### src/rtl/ppu_dot_sampler.sv
// ppu_dot_sampler: samples the PPU pixel stream per dot and tracks dot position.
// Output is blanked to black until the position counters are locked to frame_start.
module ppu_dot_sampler #(
    parameter int unsigned H_TOTAL     = 341,
    parameter int unsigned V_TOTAL     = 262,
    parameter int unsigned LOCK_FRAMES = 2,
    parameter logic [5:0]  BLACK_COLOR = 6'h0F
) (
    input  logic       clk,
    input  logic       reset_n,
    input  logic       ce_dot,
    input  logic [5:0] ppu_color,
    input  logic       greyscale,
    input  logic [2:0] ppu_emphasis,
    input  logic       frame_start,
    input  logic       dot_skip,
    output logic [5:0] color,
    output logic [2:0] emphasis,
    output logic [8:0] count_h,
    output logic [8:0] count_v,
    output logic       pix_valid,
    output logic       locked,
    output logic       frame_done,
    output logic [7:0] resync_count
);

    localparam logic [8:0] H_LAST   = 9'(H_TOTAL - 1);
    localparam logic [8:0] H_SKIP   = 9'(H_TOTAL - 2);
    localparam logic [8:0] V_LAST   = 9'(V_TOTAL - 1);
    localparam logic [3:0] LOCK_TGT = 4'(LOCK_FRAMES);

    typedef enum logic [1:0] {
        ST_UNLOCKED,
        ST_ACQUIRE,
        ST_LOCKED
    } state_t;

    state_t     state;
    state_t     state_nxt;
    logic [3:0] good_cnt;
    logic [3:0] good_nxt;
    logic       resync_inc;

    logic [8:0] pos_h;
    logic [8:0] pos_v;
    logic [8:0] nxt_h;
    logic [8:0] nxt_v;

    logic       at_origin;
    logic       at_skip;
    logic       at_last;
    logic       skip_take;
    logic       last_dot;

    logic [8:0] smp_h;
    logic [8:0] smp_v;
    logic       lock_now;
    logic [5:0] dat_color;
    logic [2:0] dat_emph;

    assign at_origin = (pos_h == 9'd0) && (pos_v == 9'd0);
    assign at_skip   = (pos_h == H_SKIP) && (pos_v == V_LAST);
    assign at_last   = (pos_h == H_LAST) && (pos_v == V_LAST);
    // frame_start beats dot_skip: a forced dot is (0,0), never a frame end
    assign skip_take = dot_skip && at_skip && !frame_start;
    assign last_dot  = !frame_start && (at_last || skip_take);

    // Position of the dot after this one: realign, odd-frame skip, or advance
    always_comb begin
        nxt_h = pos_h;
        nxt_v = pos_v;
        if (frame_start) begin
            nxt_h = 9'd1;
            nxt_v = 9'd0;
        end else if (skip_take) begin
            nxt_h = 9'd0;
            nxt_v = 9'd0;
        end else if (pos_h == H_LAST) begin
            nxt_h = 9'd0;
            nxt_v = (pos_v == V_LAST) ? 9'd0 : pos_v + 9'd1;
        end else begin
            nxt_h = pos_h + 9'd1;
        end
    end

    // Position counters move one dot per ce_dot
    always_ff @(posedge clk or negedge reset_n) begin
        if (!reset_n) begin
            pos_h <= 9'd0;
            pos_v <= 9'd0;
        end else if (ce_dot) begin
            pos_h <= nxt_h;
            pos_v <= nxt_v;
        end
    end

    // Lock state and matching-frame counter, stepped per dot
    always_ff @(posedge clk or negedge reset_n) begin
        if (!reset_n) begin
            state    <= ST_UNLOCKED;
            good_cnt <= 4'd0;
        end else if (ce_dot) begin
            state    <= state_nxt;
            good_cnt <= good_nxt;
        end
    end

    // Lock acquisition: frame_start must keep landing on our own (0,0)
    always_comb begin
        state_nxt  = state;
        good_nxt   = good_cnt;
        resync_inc = 1'b0;
        unique case (state)
            ST_UNLOCKED: begin
                if (frame_start) begin
                    state_nxt = ST_ACQUIRE;
                    good_nxt  = 4'd0;
                end
            end
            ST_ACQUIRE: begin
                if (frame_start && at_origin) begin
                    good_nxt = good_cnt + 4'd1;
                    if (good_cnt + 4'd1 == LOCK_TGT) begin
                        state_nxt = ST_LOCKED;
                    end
                end else if (frame_start || at_origin) begin
                    good_nxt = 4'd0;
                end
            end
            ST_LOCKED: begin
                if (frame_start != at_origin) begin
                    state_nxt  = ST_ACQUIRE;
                    good_nxt   = 4'd0;
                    resync_inc = 1'b1;
                end
            end
            default: begin
                state_nxt = ST_UNLOCKED;
                good_nxt  = 4'd0;
            end
        endcase
    end

    // Data for the sampled dot; the dot that wins lock is already shown
    always_comb begin
        lock_now  = (state_nxt == ST_LOCKED);
        smp_h     = frame_start ? 9'd0 : pos_h;
        smp_v     = frame_start ? 9'd0 : pos_v;
        dat_color = BLACK_COLOR;
        dat_emph  = 3'd0;
        if (lock_now) begin
            dat_color = greyscale ? (ppu_color & 6'h30) : ppu_color;
            dat_emph  = ppu_emphasis;
        end
    end

    // Registered stream to the video stage; holds between dots
    always_ff @(posedge clk or negedge reset_n) begin
        if (!reset_n) begin
            color        <= BLACK_COLOR;
            emphasis     <= 3'd0;
            count_h      <= 9'd0;
            count_v      <= 9'd0;
            pix_valid    <= 1'b0;
            locked       <= 1'b0;
            frame_done   <= 1'b0;
            resync_count <= 8'd0;
        end else begin
            pix_valid  <= ce_dot;
            frame_done <= ce_dot && last_dot;
            if (ce_dot) begin
                color    <= dat_color;
                emphasis <= dat_emph;
                count_h  <= smp_h;
                count_v  <= smp_v;
                locked   <= lock_now;
                if (resync_inc && (resync_count != 8'hFF)) begin
                    resync_count <= resync_count + 8'd1;
                end
            end
        end
    end

endmodule

### config.mk
export PLATFORM = sky130hd
export DESIGN_NAME = ppu_dot_sampler
export DESIGN_NICKNAME = d
export VERILOG_FILES = /design/src/rtl/ppu_dot_sampler.sv
export SDC_FILE = /design/constraint.sdc
export NUM_CORES = 1
export LEC_CHECK = 0
export BUFFER_PORTS_ARGS = -buffer_cell sky130_fd_sc_hd__buf_2
export CORE_ASPECT_RATIO = 0.75
export CORE_UTILIZATION = 41
export DETAILED_ROUTE_END_ITERATION = 16
export PLACE_DENSITY = 0.59
export RECOVER_POWER = 25
export SLEW_MARGIN = 25
export SYNTH_ARGS = -nofsm -noshare
export SYNTH_HDL_FRONTEND = slang
export SYNTH_SLANG_ARGS = --single-unit
### constraint.sdc
create_clock -name clk -period 3.1 [get_ports clk]
set_input_delay 0.31 -clock clk [delete_from_list [all_inputs] [get_ports clk]]
set_output_delay 0.31 -clock clk [all_outputs]
set_load 0.05 [all_outputs]
==> key figures <==
Synthesis
  • Post-Syn Area: 0.00313 mm2
  • Post-Syn Nets: 334
  • Synth Instances: 309
  • Synth area leaders: dfrtp_1, ha_1, o21ai_0
  • Post-synth EDFFs: 0
  • Synth area leader: dfrtp_1
  • Asr flop ratio synth: 100%
  • Top FF cell, synth: dfrtp_1
  • Synth top area share: 46.4%
  • YS warnings: 0
  • Sequential-to-total area share from yosys stat: 49.8%
  • Synthesized flop and latch total: 62
  • Avg Cell Area, Syn: 10.1 um2
  • Cell variety after synth: 52

Pwr
  • Switching share of power: 32.1%
  • Clock power frac: 37.4%
  • Cell Int Power: 1.49 mW
  • Combinational share of power: 19.6%
  • Switching power: 0.706 mW
  • Maximum VDD drop: 0.362 mV
  • Seq pwr share: 42.9%
  • Leak: 1.76 nW
  • Pwr dens: 595 mW/mm2

Clocking
  • Total clock buffers created by CTS: 9
  • Clk Latency, worst-skew pair: 0.34 ns
  • CTS tree: done
  • Root Buffer: clkbuf_8
  • Hold-fix buffer count after cts: 0
  • Clk buf depth: 2
  • PostCTS Resize Cnt: 0
  • CTS sink cnt: 62
  • Setup Fix Bufs, Post-CTS: 0
  • Number of H-tree levels: 3
  • CTS clk-pin slew, worst paths: 0.07 ns

Global routing
  • Total GRT Usage: 19.3%
  • Initial antenna violation count: 0
  • Number of global-route vias before repair: 2372
  • First-pass GRT wire length: 11.8 mm
  • Largest net degree at the start of global routing: 39
  • Gr ovfl total: 0

Drt
  • Routed wire per std cell: 14.7 um
  • Via count: 2457
  • Post-route ant nets: 0
  • Remaining DRCs: 0
  • Post-Route WL: 6.86 mm
  • DR iter-0 viols: 141
  • Pre-Repair DR Iteration Count: 4
  • Via density: 5.25

Timing
  • Worst Skew: 0.00880 ns
  • Fin crit share: 87.5%
  • Least-Margin Pin Slew: 1.79 ns
  • Upper clock frequency limit: 369 MHz
  • Setup TNS: 0 ns
  • RSZ-0062 raised after global routing: false
  • Final setup vio count: 0
  • Fin crit period: 2.71 ns
  • PnR worst setup slack: 0.389 ns
  • Slew HR: -19.2%
  • Slew Viols, Final: 32
  • Final hold vios: 0

Die
  • Die extent in x: 103 um
  • Die ar.: 0.00798 mm2
  • Initial Util: 42.4%
  • Chip height: 77.6 um
  • Core Box Area: 0.00736 mm2
  • I/O Pins: 53
  • Rows: 27

Place
  • DPL Wire Length: 4.72 mm
  • Pre-CTS WS: 0.435 ns
  • PortBufs: 52
  • RePlAce Congestion: 0.847
  • Cell area after placement: 0.00347 mm2

Cells and area
  • Fillers: 749
  • P&R area growth vs syn: 18.3%
  • Util after Layout: 50.2%
  • Final instance area: 0.00370 mm2
  • Share of layout cells above drive strength 1: 27.5%
  • Fin nets: 387
  • # diodes: 0

Critical path
  • Cell repeated most along the worst path: nor2_1
  • Worst path required time: 3.36 ns
  • Critical path endpoint category: flip-flop
  • Kind of critical path: reg2reg
  • Slowest-stage cell, CP: or4_4
  • Worst Path Buf+Inv: 0
  • Reg2Reg Depth: 9
  • Critical path arrival: 2.97 ns
  • CP Max Fanout: 10
  • CP Cell Sequence: or4_4 > nor2_1 > nand4_1 > ha_1 > nor2_1 > a21oi_1 > o21ai_1 > or2_2 > o21ai_0
  • CP Depth: 9
  • Startpoint class of the critical path: flip-flop
  • CP top delay family: simple AND/OR/NAND/NOR gates
  • Max stage delay on crit path: 0.60 ns

Worst hold path
  • Hold Path Class: in2reg
  • Hold path cells: 3

Run
  • Max-cap violations: 1

Run status
  • Failing checks: max-capacitance violations, max-slew violations
  • Status: finished, violations left
[worst min-delay path, cell delays in order]
cell     delay, ns
buf_2         0.08
mux2i_1       0.05
nor2_1        0.07
[metal layers]
metal	part of all wire, %	vias up	track usage [%]
met5	0	-	0
met4	0.86	0	5.07
met3	4.0	6	6.04
met2	42	52	27.3
met1	53	1187	28.2
li1	-	1212	-
[cells in the final DEF, fill, tap and decap left out, types with 2 or more instances in the layout]
cell type	synthesis	final
a211oi_1	3	3
a21oi_1	14	14
a31o_2	12	12
and3_1	2	2
buf_2	0	50
buf_4	2	4
bufinv_16	0	2
clkbuf_1	9	2
clkbuf_8	0	11
clkinv_1	2	2
dfrtp_1	58	58
dfstp_2	4	4
ha_1	10	10
inv_1	15	15
mux2_2	2	2
mux2i_1	5	5
nand2_1	28	28
nand2b_1	2	2
nand3_1	15	15
nand4_1	7	7
nor2_1	16	16
nor2b_1	14	14
nor3_1	5	5
o21a_1	3	3
o21ai_0	23	23
o31ai_1	8	8
o41ai_1	3	3
or2_2	4	4
or3_1	4	4
or4b_1	3	3
xnor2_1	7	7
xor2_1	4	4
[registers in the layout (all words and copies together), names as in the netlist]
| signal | flops |
|---|---|
| pos_v | 9 |
| color | 6 |
| emphasis | 3 |
| pix_valid | 1 |
| resync_count | 8 |
| count_h | 9 |
| pos_h | 9 |
| locked | 1 |
| frame_done | 1 |
| good_cnt | 4 |
| count_v | 9 |
| state | 2 |
[metrics by stage]
step | std cells | hold WS [ns] | power, mW
after CTS | 468 | 0.0546 | 2.22
after global routing | 468 | 0.229 | 2.32
final | 468 | 0.208 | 2.20
after detailed placement | 452 | 0.436 | 1.39
after floorplan | 309 | 0.0144 | 1.27
after global placement | 452 | 0.432 | 1.39
[cell type report]
cell class | instances | area [um2] | area share (%)
clock buffers | 11 | 151 | 4.09
multi-input cells | 215 | 1410 | 38.2
flip-flops and latches | 62 | 1560 | 42.1
well taps | 101 | 126 | 3.42
clock inverters | 5 | 81.3 | 2.20
repair buffers | 57 | 308 | 8.32
inverters | 17 | 63.8 | 1.73
[Yosys cell counts (5+ instances only)]
cell and n:
xnor2_1 7, o31ai_1 8, a31o_2 12, nor3_1 5, a21oi_1 14, o21ai_0 23, inv_1 15, nor2_1 16
mux2i_1 5, clkbuf_1 9, nand2_1 28, nor2b_1 14, nand4_1 7, dfrtp_1 58, ha_1 10, nand3_1 15
[power by group through the flow]
stage	logic, mW	clock network (mW)	registers, mW
5_1_grt	0.479	0.879	0.958
4_1_cts	0.437	0.835	0.945
2_1_floorplan	0.187	0	1.08
3_3_place_gp	0.429	0	0.956
3_5_place_dp	0.433	0	0.959
6_report	0.432	0.824	0.945
[path summary, 6_finish.rpt]
| kind | from | endpoint | slack [ns] |
|---|---|---|---|
| worst max-delay path | pos_h[2] | good_cnt[0] | 0.39 |
| worst max register to register | pos_h[2] | good_cnt[0] | 0.39 |
| max in group asynchronous | reset_n | pos_h[2] | 1.62 |
| worst min-delay path | ppu_emphasis[2] | emphasis[2] | 0.21 |
| min in group asynchronous | reset_n | resync_count[6] | 0.44 |
| worst min register to register | count_h[0] | count_h[0] | 0.48 |
[kinds of logic (layout without fill, tap and decap cells)]
family          Yosys count  in the layout  share of synthesized area, %
compound gates           79             79                          17.0
xor+xnor                 11             11                          3.08
fa+ha+maj                10             10                          4.00
buf+inv                  32             90                          5.04
flops                    62             62                          49.8
mux                       7              7                          2.32
simple gates            108            108                          18.8
Power figures use the tool's default switching activity.
